File: config.mk
export PLATFORM = sky130hd
export DESIGN_NAME = fault_injection_ctrl_flat
export DESIGN_NICKNAME = d
export VERILOG_FILES = /design/src/rtl/fault_injection_ctrl_if.sv /design/src/rtl/fault_injection_ctrl.sv /design/src/flat_wrapper.sv
export SDC_FILE = /design/constraint.sdc
export NUM_CORES = 1
export LEC_CHECK = 0
export ABC_AREA = 1
export BUFFER_PORTS_ARGS = -buffer_cell sky130_fd_sc_hd__buf_2
export CORE_MARGIN = 2
export CORE_UTILIZATION = 60
export CTS_CLUSTER_SIZE = 30
export DETAILED_ROUTE_END_ITERATION = 16
export PLACE_DENSITY = 0.81
export SETUP_SLACK_MARGIN = 0.15
export SYNTH_ARGS = -nofsm -noshare
export SYNTH_HDL_FRONTEND = slang
export SYNTH_SLANG_ARGS = --single-unit
export TNS_END_PERCENT = 50
File: constraint.sdc
create_clock -name clk -period 6.7 [get_ports clk]
set_input_delay 1.34 -clock clk [delete_from_list [all_inputs] [get_ports clk]]
set_output_delay 1.34 -clock clk [all_outputs]
set_load 0.02 [all_outputs]
File: src/rtl/fault_injection_ctrl_if.sv
// Command and saboteur-control bundle between the fault-campaign host and
// fault_injection_ctrl. The host side uses the master modport; the
// controller uses the slave modport.
interface fault_injection_ctrl_if #(
  parameter int N_SAB = 16,
  parameter int CNT_W = 16
);
  localparam int IDX_W = (N_SAB > 1) ? $clog2(N_SAB) : 1;

  logic             valid;
  logic             ready;
  logic [IDX_W-1:0] target;
  logic [1:0]       ftype;
  logic [CNT_W-1:0] delay;
  logic [CNT_W-1:0] duration;
  logic             abort;
  logic [N_SAB-1:0] en;
  logic [1:0]       ctrl;
  logic             busy;
  logic             done;
  logic             err;
  logic [15:0]      inj_count;

  modport master (
    output valid, target, ftype, delay, duration, abort,
    input  ready, en, ctrl, busy, done, err, inj_count
  );

  modport slave (
    input  valid, target, ftype, delay, duration, abort,
    output ready, en, ctrl, busy, done, err, inj_count
  );
endinterface

File: src/rtl/fault_injection_ctrl.sv
// Fault-campaign controller: takes one injection command at a time, waits
// the programmed delay, then enables exactly one saboteur with the
// commanded fault type for the programmed duration (0 = until abort).
// N_SAB and CNT_W must match the parameters of the connected interface.
module fault_injection_ctrl #(
  parameter int N_SAB = 16,
  parameter int CNT_W = 16
) (
  input  logic                  clk,
  input  logic                  rst,
  fault_injection_ctrl_if.slave bus
);
  localparam int IDX_W = (N_SAB > 1) ? $clog2(N_SAB) : 1;

  localparam logic [1:0] IDLE   = 2'd0;
  localparam logic [1:0] WAIT   = 2'd1;
  localparam logic [1:0] INJECT = 2'd2;

  logic [1:0]       state;
  logic [CNT_W-1:0] cnt;
  logic [CNT_W-1:0] dur;
  logic [IDX_W-1:0] tgt;
  logic             accept;
  logic             bad_target;
  logic [N_SAB-1:0] tgt_onehot;

  // An abort in flight blocks acceptance so it can never be mistaken for a
  // command start in the same cycle.
  assign bus.ready  = (state == IDLE) & ~bus.abort;
  assign accept     = bus.valid & bus.ready;
  // Widened compare: with a power-of-two bank the index can never be out of
  // range, but with e.g. 12 saboteurs indices 12..15 must be rejected.
  assign bad_target = 32'(bus.target) >= 32'(N_SAB);
  assign bus.busy   = (state != IDLE);
  assign tgt_onehot = N_SAB'(1) << tgt;

  // Command sequencing: IDLE -> WAIT (delay countdown) -> INJECT (duration
  // countdown or permanent) -> IDLE, with abort overriding everything.
  always_ff @(posedge clk or posedge rst) begin
    if (rst) begin
      state         <= IDLE;
      cnt           <= '0;
      dur           <= '0;
      tgt           <= '0;
      bus.en        <= '0;
      bus.ctrl      <= 2'b00;
      bus.done      <= 1'b0;
      bus.err       <= 1'b0;
      bus.inj_count <= 16'd0;
    end else begin
      bus.done <= 1'b0;
      bus.err  <= 1'b0;
      if (bus.abort) begin
        state  <= IDLE;
        bus.en <= '0;
      end else begin
        case (state)
          IDLE: begin
            if (accept) begin
              if (bad_target) begin
                bus.err <= 1'b1;
              end else begin
                tgt      <= bus.target;
                dur      <= bus.duration;
                cnt      <= bus.delay;
                bus.ctrl <= bus.ftype;
                state    <= WAIT;
              end
            end
          end
          WAIT: begin
            if (cnt == '0) begin
              state  <= INJECT;
              cnt    <= dur;
              bus.en <= tgt_onehot;
            end else begin
              cnt <= cnt - CNT_W'(1);
            end
          end
          INJECT: begin
            if (dur != '0) begin
              if (cnt == CNT_W'(1)) begin
                state    <= IDLE;
                bus.en   <= '0;
                bus.done <= 1'b1;
                if (bus.inj_count != 16'hFFFF) begin
                  bus.inj_count <= bus.inj_count + 16'd1;
                end
              end else begin
                cnt <= cnt - CNT_W'(1);
              end
            end
          end
          default: begin
            state  <= IDLE;
            bus.en <= '0;
          end
        endcase
      end
    end
  end
endmodule
File: src/flat_wrapper.sv
// flat-port wrapper written by rule: the top's interface ports become plain ports
module fault_injection_ctrl_flat 
#(
  parameter int N_SAB = 16,
  parameter int CNT_W = 16
)
  (clk, rst, bus_valid, bus_target, bus_ftype, bus_delay, bus_duration, bus_abort, bus_ready, bus_en, bus_ctrl, bus_busy, bus_done, bus_err, bus_inj_count);
  fault_injection_ctrl_if #(.N_SAB(N_SAB), .CNT_W(CNT_W)) bus_i ();
  input  logic clk;
  input  logic rst;
  input wire logic [$bits(bus_i.valid)-1:0] bus_valid;
  input wire logic [$bits(bus_i.target)-1:0] bus_target;
  input wire logic [$bits(bus_i.ftype)-1:0] bus_ftype;
  input wire logic [$bits(bus_i.delay)-1:0] bus_delay;
  input wire logic [$bits(bus_i.duration)-1:0] bus_duration;
  input wire logic [$bits(bus_i.abort)-1:0] bus_abort;
  output wire logic [$bits(bus_i.ready)-1:0] bus_ready;
  output wire logic [$bits(bus_i.en)-1:0] bus_en;
  output wire logic [$bits(bus_i.ctrl)-1:0] bus_ctrl;
  output wire logic [$bits(bus_i.busy)-1:0] bus_busy;
  output wire logic [$bits(bus_i.done)-1:0] bus_done;
  output wire logic [$bits(bus_i.err)-1:0] bus_err;
  output wire logic [$bits(bus_i.inj_count)-1:0] bus_inj_count;
  assign bus_i.valid = bus_valid;
  assign bus_i.target = bus_target;
  assign bus_i.ftype = bus_ftype;
  assign bus_i.delay = bus_delay;
  assign bus_i.duration = bus_duration;
  assign bus_i.abort = bus_abort;
  assign bus_ready = bus_i.ready;
  assign bus_en = bus_i.en;
  assign bus_ctrl = bus_i.ctrl;
  assign bus_busy = bus_i.busy;
  assign bus_done = bus_i.done;
  assign bus_err = bus_i.err;
  assign bus_inj_count = bus_i.inj_count;
  fault_injection_ctrl #(.N_SAB(N_SAB), .CNT_W(CNT_W)) u_core (.clk(clk), .rst(rst), .bus(bus_i));
endmodule
==> Word level (Yosys, flattened, before mapping) <==
Cells that the tools add are included.
{ "word_totals": {"ff_bits": 73, "inputBits": 42, "output_inout_bits": 38, "elab_cells": 56} }
{ "op_classes": {"addsub": 2, "n_eq_ne": 12, "shifts": 1, "n_mux": 20, "n_bitwise": 3, "n_reduce_logical": 10} }
{ "ops": {"columns": ["op", "count"], "rows": [
  ["16-bit two-way mux", 8],
  ["16-bit case mux with 3 select lines", 2],
  ["16-bit by 1-bit adder with 16-bit output (second input constant)", 1],
  ["16-bit by 1-bit equality test with 1-bit output (second input constant)", 1],
  ["16-bit logical NOT", 1],
  ["16-bit inequality test (second input constant)", 1],
  ["16-bit nonzero test", 1],
  ["1-bit by 4-bit left shift with 16-bit output (first input constant)", 1],
  ["16-bit by 1-bit subtractor with 16-bit output (second input constant)", 1],
  ["3-bit by 2-bit inequality test with 1-bit output (second input constant)", 4],
  ["2-bit two-way mux", 5],
  ["5-bit AND reduction", 2],
  ["4-bit AND reduction", 2],
  ["2-bit case mux with 3 select lines", 1],
  ["1-bit two-way mux", 4],
  ["2-bit by 1-bit inequality test with 1-bit output (second input constant)", 2],
  ["2-bit inequality test (second input constant)", 2],
  ["3-bit AND reduction", 1],
  ["3-bit nonzero test", 1],
  ["1-bit bitwise AND", 2],
  ["2-bit by 1-bit equality test with 1-bit output (second input constant)", 1],
  ["2-bit equality test (second input constant)", 1],
  ["2-bit logical NOT", 1],
  ["2-bit nonzero test", 1],
  ["1-bit NOT", 1]
]} }

==> Logic depth before layout (Yosys ltp) <==
Gate-level depths: netlist of run 1.
{ "logic_depth": {"ltp_word": 6, "ltp_mapped": 12} }

==> Worst setup path after synthesis of run 1 <==
OpenSTA, ideal clock, no wires.
{ "synth_path": {"path_type": "in2out", "start": "input port bus_abort", "end": "output port bus_ready", "t_arrival_ns": 1.690, "t_required_ns": 5.360, "path_slack_ns": 3.670, "stages": 1, "path_cell_list": "nor2_1"} }
{ "synth_between": {"elab_chain_cells": 2} }
{ "synth_lines": {"columns": ["item", "line_no", "rtl"], "rows": [
  ["from (decl)", "flat_wrapper.sv:16", "input wire logic [$bits(bus_i.abort)-1:0] bus_abort;"],
  ["1-bit NOT (no source line)", null, null],
  ["1-bit bitwise AND", "fault_injection_ctrl.sv:29", "assign bus.ready = (state == IDLE) & ~bus.abort;"],
  ["to (decl)", "flat_wrapper.sv:17", "output wire logic [$bits(bus_i.ready)-1:0] bus_ready;"]
]} }
Every way passes these cells.

==> Worst setup path in the final report of run 1 <==
Same ends and word-level chain as after synthesis.

==> results of run 1 <==
==> stage by stage <==
step	util (%)	area [um^2]	hold WS [ps]	power (mW)	instances
detailed placement	68.4	4700	489	1.49	701
CTS	70.7	4860	512	1.79	716
global placement	68.4	4700	484	1.45	701
global route	70.7	4860	527	1.94	716
floorplan	-	4280	471	1.32	543
finish	70.7	4860	514	1.78	716
==> metal layers <==
layer / share of wire (%) / vias up / GRT usage, %
met3: 6.0 / 16 / 6.53
met2: 48 / 104 / 42.9
met4: 1.9 / 0 / 10.7
met1: 44 / 1773 / 33.7
met5: 0 / - / 0
li1: - / 1892 / -
==> final cells by class <==
cell class | count | area share [%]
multi-input combinational | 414 | 45.4
sequential | 73 | 37.6
timing repair buffer | 79 | 8.19
inverter | 39 | 3.01
clock buffer | 10 | 2.63
tap | 96 | 2.47
clock inverter | 5 | 0.695
==> cell usage after synthesis <==
cell type	n
nor2_2	2
o21ai_1	10
nand2_1	136
xnor2_1	6
nand3_1	39
clkbuf_1	6
buf_8	1
nor2_8	2
buf_4	2
buf_2	6
a21o_1	1
buf_6	2
nand2_2	6
inv_1	36
nand3b_1	2
o211ai_1	1
xor2_1	16
nor3_1	16
nand3_4	1
inv_2	3
conb_1	1
o21ai_0	33
nand2_4	4
nand4_1	9
o21bai_1	1
nor2_1	85
ha_1	9
nor2_4	5
nor3_2	1
a21oi_1	9
o21ai_4	1
mux2_2	18
dfrtp_1	73
==> cell families after synthesis <==
family | count (synthesis) | share of synthesized area, %
muxes | 18 | 4.73
buffers and inverters | 56 | 5.87
adders and majority gates | 9 | 2.63
and+or+nand+nor | 308 | 32.6
other | 1 | 0.0875
xor gates and xnor gates | 22 | 4.50
DFF | 73 | 42.6
AOI/OAI and AO/OA | 56 | 6.98
==> state kept, by name, indices dropped and copies added, names as in the netlist <==
signal	cells
u_core.tgt	4
u_core.bus.en	16
u_core.cnt	16
u_core.state	2
u_core.bus.done	1
u_core.bus.ctrl	2
u_core.bus.inj_count	16
u_core.dur	16
==> how the worst max path moves through the flow <==
stage / to / slack, ps
floorplan: u_core.bus.ctrl[0] / 3510
global placement: bus_ready / 3550
detailed placement: bus_ready / 3520
CTS: bus_ready / 3530
global route: bus_ready / 3490
finish: bus_ready / 3530
==> power breakdown <==
part / total [mW] / leakage (nW) / internal [mW] / switching [mW]
Clock: 0.299 / 0.0781 / 0.132 / 0.167
Sequential: 0.696 / 0.919 / 0.567 / 0.129
Combinational: 0.789 / 1.54 / 0.286 / 0.503
Total: 1.78 / 2.54 / 0.985 / 0.799
==> critical path, delay by kind of cell <==
kind,cells,cell delay [ps]
buf+inv,2,320
simple gates,1,170
==> results.py, run 1 <==
metrics = {
    "yosys": {
        "synth_area_leaders": "dfrtp_1, nand2_1, nor2_1, mux2_2, nand3_1",
        "synthDominantCellAreaShare_pct": 42.6,
        "synthCells": 543,
        "yosys.area.top_type": "dfrtp_1",
        "synth_area_um2": 4280,
        "synth.distinct_cells": 33,
        "synth_nets": 594,
        "syn_avg_cell_area_um2": 7.89,
        "synth_seq_cells": 73,
        "ys_seq_area_share_pct": 42.6,
        "ys_warn_count": 0,
    },
    "detailed_routing": {
        "drc": 0,
        "ant_nets": 0,
        "via_per_inst": 5.29,
        "drt_iter0_drc": 195,
        "routed_wl_um": 9550,
        "vias": 3785,
        "routedWlPerCell_um": 13.3,
        "dr.pass1.iters": 5,
    },
    "final_layout": {
        "final_cell_mix": "nand2_1, nor2_1, buf_2",
        "nNetsFinal": 667,
        "final_common_cell": "nand2_1",
        "fill_cells": 574,
        "multi_input_area_um2": 2210,
        "seq_area_um2": 1830,
        "n_antenna_cell": 0,
        "drive_gt1_share_pct": 22.1,
        "area_growth_pct": 13.4,
    },
    "clock_network": {
        "ctsRootBufferMaster": "clkbuf_8",
        "cts_buffers": 9,
        "clkLatencyLatePin_ps": 350,
        "htree_levels": 3,
        "hold_buffers": 0,
        "clk_pin_slew_ps": 80,
        "tritoncts": "done",
        "cts_sinks": 73,
        "ctsResizeCount": 0,
        "cts_setup_buffers": 0,
        "cts_buffer_depth": 2,
    },
    "critical_path": {
        "slowest_stage": "buf_2",
        "crit_required_ps": 5360,
        "timing.rr.start": "u_core.state[0]",
        "start_kind": "input pin",
        "crit_top_cell": "buf_2",
        "r2r_slack_ps": 4550,
        "worstPathCellList": "buf_2, nor2_1, buf_2",
        "cp.arrival_ps": 1830,
        "slowest_delay_ps": 200,
        "r2r.worst_path.cells": 6,
        "end_kind": "output port",
        "crit_fanout": 3,
        "crit_start": "bus_abort",
        "rr_endpoint": "u_core.dur[10]",
        "worstSetupPathType": "input pin to output port",
    },
    "floorplan": {
        "die_x_um": 88.5,
        "core_um2": 6870,
        "ios": 80,
        "die_height_um": 88.5,
        "initial_core_util_pct": 62.4,
        "rows": 30,
        "die-area_um2": 7830,
    },
    "sta": {
        "clock_skew_ps": 14.9,
        "fin_ws_ps": 3530,
        "relSlewSlack_pct": 34.0,
        "min_period_ps": 3170,
        "rsz0062_at_grt": "no",
        "finalHoldViolCount": 0,
        "max_freq_mhz": 315,
        "final_max_slew_viol_count": 0,
        "setup_tns_ps": 0,
        "worst_slew_pin_slew_ps": 987,
        "setup_viol": 0,
        "fin_crit_sh_pct": 47.3,
    },
    "place": {
        "numPortBuffers": 78,
        "dpl_worst_slack_ps": 3520,
        "hpwl_um": 6940,
        "gp_congestion": 0.896,
    },
    "global_routing": {
        "grt_max_degree": 74,
        "grt-ovfl-total": 0,
        "grt_pass1_wl_um": 15900,
        "grt_pass1_vias": 3451,
        "grt_use_total_pct": 26.2,
        "antenna_found_initial": 0,
    },
    "worst_hold_path": {
        "holdCritPathClass": "flip-flop to flip-flop",
        "min_to": "u_core.bus.en[1]",
        "min_path_cells": 2,
        "min_from": "u_core.bus.en[1]",
    },
    "power_and_ir_drop": {
        "p_leak_nw": 2.54,
        "powerDensity_nw_per_um2": 367,
        "ir_drop_mv": 0.197,
    },
    "run_status": {
        "status": "finished clean",
    },
    "job": {
        "maxCapViolCount": 0,
    },
}
(Power assumes the default switching activity.)
==> run 2, diff against run 1 <==
--- a/config.mk
+++ b/config.mk
@@ -8,10 +8,10 @@
 export ABC_AREA = 1
 export BUFFER_PORTS_ARGS = -buffer_cell sky130_fd_sc_hd__buf_2
 export CORE_MARGIN = 2
-export CORE_UTILIZATION = 60
+export CORE_UTILIZATION = 51
 export CTS_CLUSTER_SIZE = 30
 export DETAILED_ROUTE_END_ITERATION = 16
-export PLACE_DENSITY = 0.81
+export PLACE_DENSITY = 0.73
 export SETUP_SLACK_MARGIN = 0.15
 export SYNTH_ARGS = -nofsm -noshare
 export SYNTH_HDL_FRONTEND = slang
==> constraint.sdc (replaced) <==
create_clock -name clk -period 2.8 [get_ports clk]
set_input_delay 0.56 -clock clk [delete_from_list [all_inputs] [get_ports clk]]
set_output_delay 0.56 -clock clk [all_outputs]
set_load 0.02 [all_outputs]
==> results.py, run 2 (same netlist as run 1, synthesis figures left out) <==
metrics = {
    "run_status": {
        "status": "finished clean",
    },
    "final_layout": {
        "n_antenna_cell": 0,
        "drive_gt1_share_pct": 22.6,
        "final_cell_mix": "nand2_1, nor2_1, buf_2",
        "stdcell_count": 729,
        "final_common_cell": "nand2_1",
        "area_growth_pct": 15.0,
        "nNetsFinal": 670,
    },
    "worst_hold_path": {
        "holdCritPathClass": "input pin to async pin",
    },
    "sta": {
        "finalHoldViolCount": 0,
        "final_max_slew_viol_count": 0,
        "worst_slew_pin_slew_ps": 603,
        "relSlewSlack_pct": 59.8,
        "fin_crit_sh_pct": 73.5,
        "clock_skew_ps": 9.43,
        "min_period_ps": 2060,
        "setup_viol": 0,
        "rsz0062_at_grt": "no",
        "setup_tns_ps": 0,
        "holdWs_ps": 267,
        "max_freq_mhz": 486,
    },
    "global_routing": {
        "grt_use_total_pct": 23.5,
        "grt_max_degree": 32,
        "antenna_found_initial": 0,
        "grt-ovfl-total": 0,
        "grt_pass1_vias": 3659,
        "grt_pass1_wl_um": 16800,
    },
    "detailed_routing": {
        "via_per_inst": 5.12,
        "drt_iter0_drc": 170,
        "vias": 3729,
        "routed_wl_um": 9730,
        "routedWlPerCell_um": 13.3,
        "dr.pass1.iters": 4,
        "drc": 0,
        "ant_nets": 0,
    },
    "clock_network": {
        "hold_buffers": 0,
        "ctsRootBufferMaster": "clkbuf_8",
        "htree_levels": 3,
        "tritoncts": "done",
        "cts_buffer_depth": 2,
        "clkLatencyLatePin_ps": 350,
        "ctsResizeCount": 0,
        "cts_setup_buffers": 0,
        "cts_sinks": 73,
        "clk_pin_slew_ps": 80,
        "cts_buffers": 9,
    },
    "place": {
        "numPortBuffers": 78,
        "dp.cells": 713,
        "hpwl_um": 7190,
        "gp_congestion": 0.862,
    },
    "critical_path": {
        "rr_endpoint": "u_core.bus.en[1]",
        "start_kind": "flip-flop",
        "cp.arrival_ps": 2300,
        "crit_fanout": 18,
        "crit_required_ps": 3040,
        "r2r_slack_ps": 740,
        "r2r.worst_path.cells": 9,
        "timing.rr.start": "u_core.state[1]",
        "crit_start": "u_core.state[1]",
        "end_kind": "flip-flop",
        "worstSetupPathType": "flip-flop to flip-flop",
        "crit_path_end": "u_core.bus.en[1]",
    },
    "job": {
        "maxCapViolCount": 0,
    },
    "floorplan": {
        "rows": 33,
        "ios": 80,
        "die-area_um2": 9150,
        "die_x_um": 95.7,
        "die_height_um": 95.7,
        "initial_core_util_pct": 52.4,
        "core_um2": 8180,
    },
    "power_and_ir_drop": {
        "seq_power_share_pct": 37.9,
        "intPower_mw": 2.47,
        "switching_share_pct": 44.2,
        "ir_drop_mv": 0.426,
        "clkPwrFrac_pct": 19.0,
        "power.switching_mw": 1.96,
        "powerDensity_nw_per_um2": 899,
        "power_frac_comb_pct": 43.1,
        "p_leak_nw": 2.57,
    },
}
run 2: cell types whose count changed in the layout (fill, tap and decap cells not counted):
| cell | before | now |
|---|---|---|
| inv_6 | 0 | 1 |
| bufinv_16 | 0 | 1 |
| buf_4 | 1 | 4 |
| clkinv_2 | 2 | 1 |
run 2: routing by layer:
metal  vias up  track usage (%)  part of all wire, %
met5         -                0                    0
met4         0             8.45                  1.6
met3        13             5.45                  4.7
met2        77             38.4                   48
met1      1738             30.5                   46
li1       1901                -                    -
run 2: per-stage QoR:
stage	power, mW	area, um^2	util [%]	setup WS (ps)
final	4.43	4930	60.3	741
after global routing	4.82	4930	60.3	513
after CTS	4.46	4930	60.3	733
after detailed placement	3.60	4730	57.9	770
after global placement	3.55	4730	57.9	783
after floorplan	3.16	4280	-	387
run 2: power groups by stage:
stage | sequential (mW) | clock (mW) | combinational (mW)
after global placement | 1.68 | 0 | 1.87
after global routing | 1.73 | 0.903 | 2.19
after CTS | 1.68 | 0.863 | 1.92
after detailed placement | 1.70 | 0 | 1.91
after floorplan | 1.64 | 0 | 1.52
final | 1.68 | 0.840 | 1.91
run 2: worst min-delay path by stage:
stage / start / endpoint / slack [ps] / cells past startpoint
CTS: rst / u_core.bus.inj_count[1] / 270 / 2
finish: rst / u_core.bus.inj_count[9] / 270 / 2
detailed placement: u_core.bus.en[15] / u_core.bus.en[15] / 470 / 2
global route: rst / u_core.bus.inj_count[9] / 310 / 2
global placement: u_core.bus.en[15] / u_core.bus.en[15] / 480 / 2
floorplan: u_core.cnt[15] / u_core.cnt[15] / 470 / 2
run 2: final cells by class:
class | instances | area [um^2]
Clock buffer | 10 | 128
Fill cell | 739 | 3250
Multi-Input combinational cell | 414 | 2210
Timing Repair Buffer | 82 | 420
Inverter | 39 | 146
Clock inverter | 6 | 67.6
Tap cell | 105 | 131
Sequential cell | 73 | 1830
run 2: worst max-delay path: stages (launching register included):
cell	delay, ps
dfrtp_1	410
inv_1	120
ha_1	550
nand2_1	220
inv_1	130
nand2_2	70
nand2_4	190
nor2_8	100
nand3_1	110
nand2_1	50
==> run 3, diff against run 2 <==
--- a/config.mk
+++ b/config.mk
@@ -8,10 +8,10 @@
 export ABC_AREA = 1
 export BUFFER_PORTS_ARGS = -buffer_cell sky130_fd_sc_hd__buf_2
 export CORE_MARGIN = 2
-export CORE_UTILIZATION = 51
+export CORE_UTILIZATION = 56
 export CTS_CLUSTER_SIZE = 30
 export DETAILED_ROUTE_END_ITERATION = 16
-export PLACE_DENSITY = 0.73
+export PLACE_DENSITY = 0.76
 export SETUP_SLACK_MARGIN = 0.15
 export SYNTH_ARGS = -nofsm -noshare
 export SYNTH_HDL_FRONTEND = slang
==> constraint.sdc (replaced) <==
create_clock -name clk -period 2 [get_ports clk]
set_input_delay 0.4 -clock clk [delete_from_list [all_inputs] [get_ports clk]]
set_output_delay 0.4 -clock clk [all_outputs]
set_load 0.02 [all_outputs]
==> results.py, run 3 (same netlist as run 1, synthesis figures left out) <==
metrics = {
    "place": {
        "hpwl_um": 7380,
        "gp_congestion": 0.880,
        "numPortBuffers": 78,
        "place_area_um2": 4830,
    },
    "clock_network": {
        "clkLatencyLatePin_ps": 360,
        "clk_pin_slew_ps": 90,
        "cts_sinks": 73,
        "ctsRootBufferMaster": "clkbuf_8",
        "cts_buffers": 9,
        "hold_buffers": 0,
        "cts_buffer_depth": 2,
        "htree_levels": 3,
        "tritoncts": "done",
    },
    "global_routing": {
        "grt_use_total_pct": 24.7,
        "antenna_found_initial": 0,
        "grt_pass1_wl_um": 16800,
        "grt_max_degree": 42,
        "grt-ovfl-total": 0,
        "grt_pass1_vias": 3780,
    },
    "critical_path": {
        "end_kind": "output port",
        "slowest_delay_ps": 410,
        "slowest_stage": "dfrtp_1",
        "worstPathCellList": "inv_1, ha_1, inv_1, nor2_2, buf_4",
        "r2r_slack_ps": 250,
        "timing.rr.start": "u_core.state[1]",
        "worstSetupPathType": "flip-flop to output port",
        "crit_required_ps": 1600,
        "crit_fanout": 4,
        "crit_top_cell": "inv_1",
        "start_kind": "flip-flop",
        "r2r.worst_path.cells": 8,
        "rr_endpoint": "u_core.cnt[0]",
        "cp.arrival_ps": 1410,
    },
    "final_layout": {
        "n_antenna_cell": 0,
        "final_cell_mix": "nand2_1, nor2_1, buf_2",
        "nNetsFinal": 690,
        "fin_area_um2": 5140,
        "drive_gt1_share_pct": 26.6,
        "final_common_cell": "nand2_1",
        "area_growth_pct": 20.0,
    },
    "floorplan": {
        "initial_core_util_pct": 58.4,
        "ios": 80,
        "die_x_um": 91.5,
        "die-area_um2": 8370,
        "rows": 31,
        "core_um2": 7330,
        "die_height_um": 91.5,
    },
    "power_and_ir_drop": {
        "p_total_mw": 6.44,
        "power_frac_comb_pct": 46.2,
        "power.switching_mw": 2.88,
        "switching_share_pct": 44.8,
        "seq_power_share_pct": 36.7,
        "intPower_mw": 3.56,
        "clkPwrFrac_pct": 17.1,
        "p_leak_nw": 2.67,
        "ir_drop_mv": 0.656,
        "powerDensity_nw_per_um2": 1250,
    },
    "detailed_routing": {
        "dr.pass1.iters": 5,
        "routed_wl_um": 10100,
        "via_per_inst": 5.18,
        "routedWlPerCell_um": 13.5,
        "drc": 0,
        "drt_iter0_drc": 254,
        "ant_nets": 0,
        "vias": 3846,
    },
    "sta": {
        "worst_slew_pin_slew_ps": 507,
        "fin_crit_sh_pct": 90.5,
        "rsz0062_at_grt": "yes",
        "relSlewSlack_pct": 66.2,
        "final_max_slew_viol_count": 0,
        "min_period_ps": 1810,
        "max_freq_mhz": 552,
        "setup_viol": 0,
        "finalHoldViolCount": 0,
        "clock_skew_ps": 14.7,
    },
    "job": {
        "maxCapViolCount": 0,
    },
    "worst_hold_path": {
        "holdCritPathClass": "input pin to async pin",
    },
    "run_status": {
        "status": "finished clean",
    },
}
run 3: timing repair:
item | in CTS | in global routing
pin swaps | 0 | 4
setup buffers | 0 | 9
setup endpoints to repair | 1 | 45
gates resized for setup | 2 | 15
run 3: worst max path at each step:
stage,start,to,slack [ps],cells after the start
after floorplan,u_core.state[0],u_core.dur[10],-10,7
after global placement,u_core.state[0],u_core.bus.en[11],250,9
after detailed placement,u_core.state[0],u_core.bus.en[6],180,9
after CTS,u_core.state[0],u_core.bus.en[6],170,9
after global routing,u_core.state[0],u_core.bus.en[10],130,9
final,u_core.state[1],bus_ready,190,5
run 3: routing by layer:
layer	wire [um]	GRT usage, %
met1	4400	30.8
met2	4940	42.1
met3	573	5.73
met4	136	8.46
met5	0	0
run 3: power by group through the flow:
stage / Combinational (mW) / Sequential (mW) / Clock, mW
floorplan: 2.13 / 2.29 / 0
global placement: 2.74 / 2.34 / 0
detailed placement: 2.81 / 2.36 / 0
CTS: 2.83 / 2.33 / 1.14
global route: 3.37 / 2.42 / 1.20
finish: 2.98 / 2.36 / 1.10
run 3: worst max-delay path: cells and delay by family, from the launching register on:
family | cells | cell delay [ps]
DFF | 1 | 410
buffers and inverters | 3 | 350
adders and majority gates | 1 | 160
and+or+nand+nor | 1 | 130
run 3: final cells by class:
cell class	instances	area (um^2)
Clock buffer	9	124
Clock inverter	7	62.6
Fill cell	616	2190
Inverter	39	155
Multi-Input combinational cell	414	2250
Sequential cell	73	1830
Tap cell	99	124
Timing Repair Buffer	102	598
run 3: metrics by stage:
step / utilization (%) / TNS (ps) / hold WS (ps) / setup slack, ps / cells
3_3_place_gp: 65.9 / 0 / 472 / 248 / 718
5_1_grt: 70.1 / 0 / 174 / 125 / 743
6_report: 70.1 / 0 / 132 / 190 / 743
2_1_floorplan: - / -111 / 471 / -11.1 / 543
3_5_place_dp: 65.9 / 0 / 478 / 177 / 718
4_1_cts: 68.6 / 0 / 135 / 167 / 734
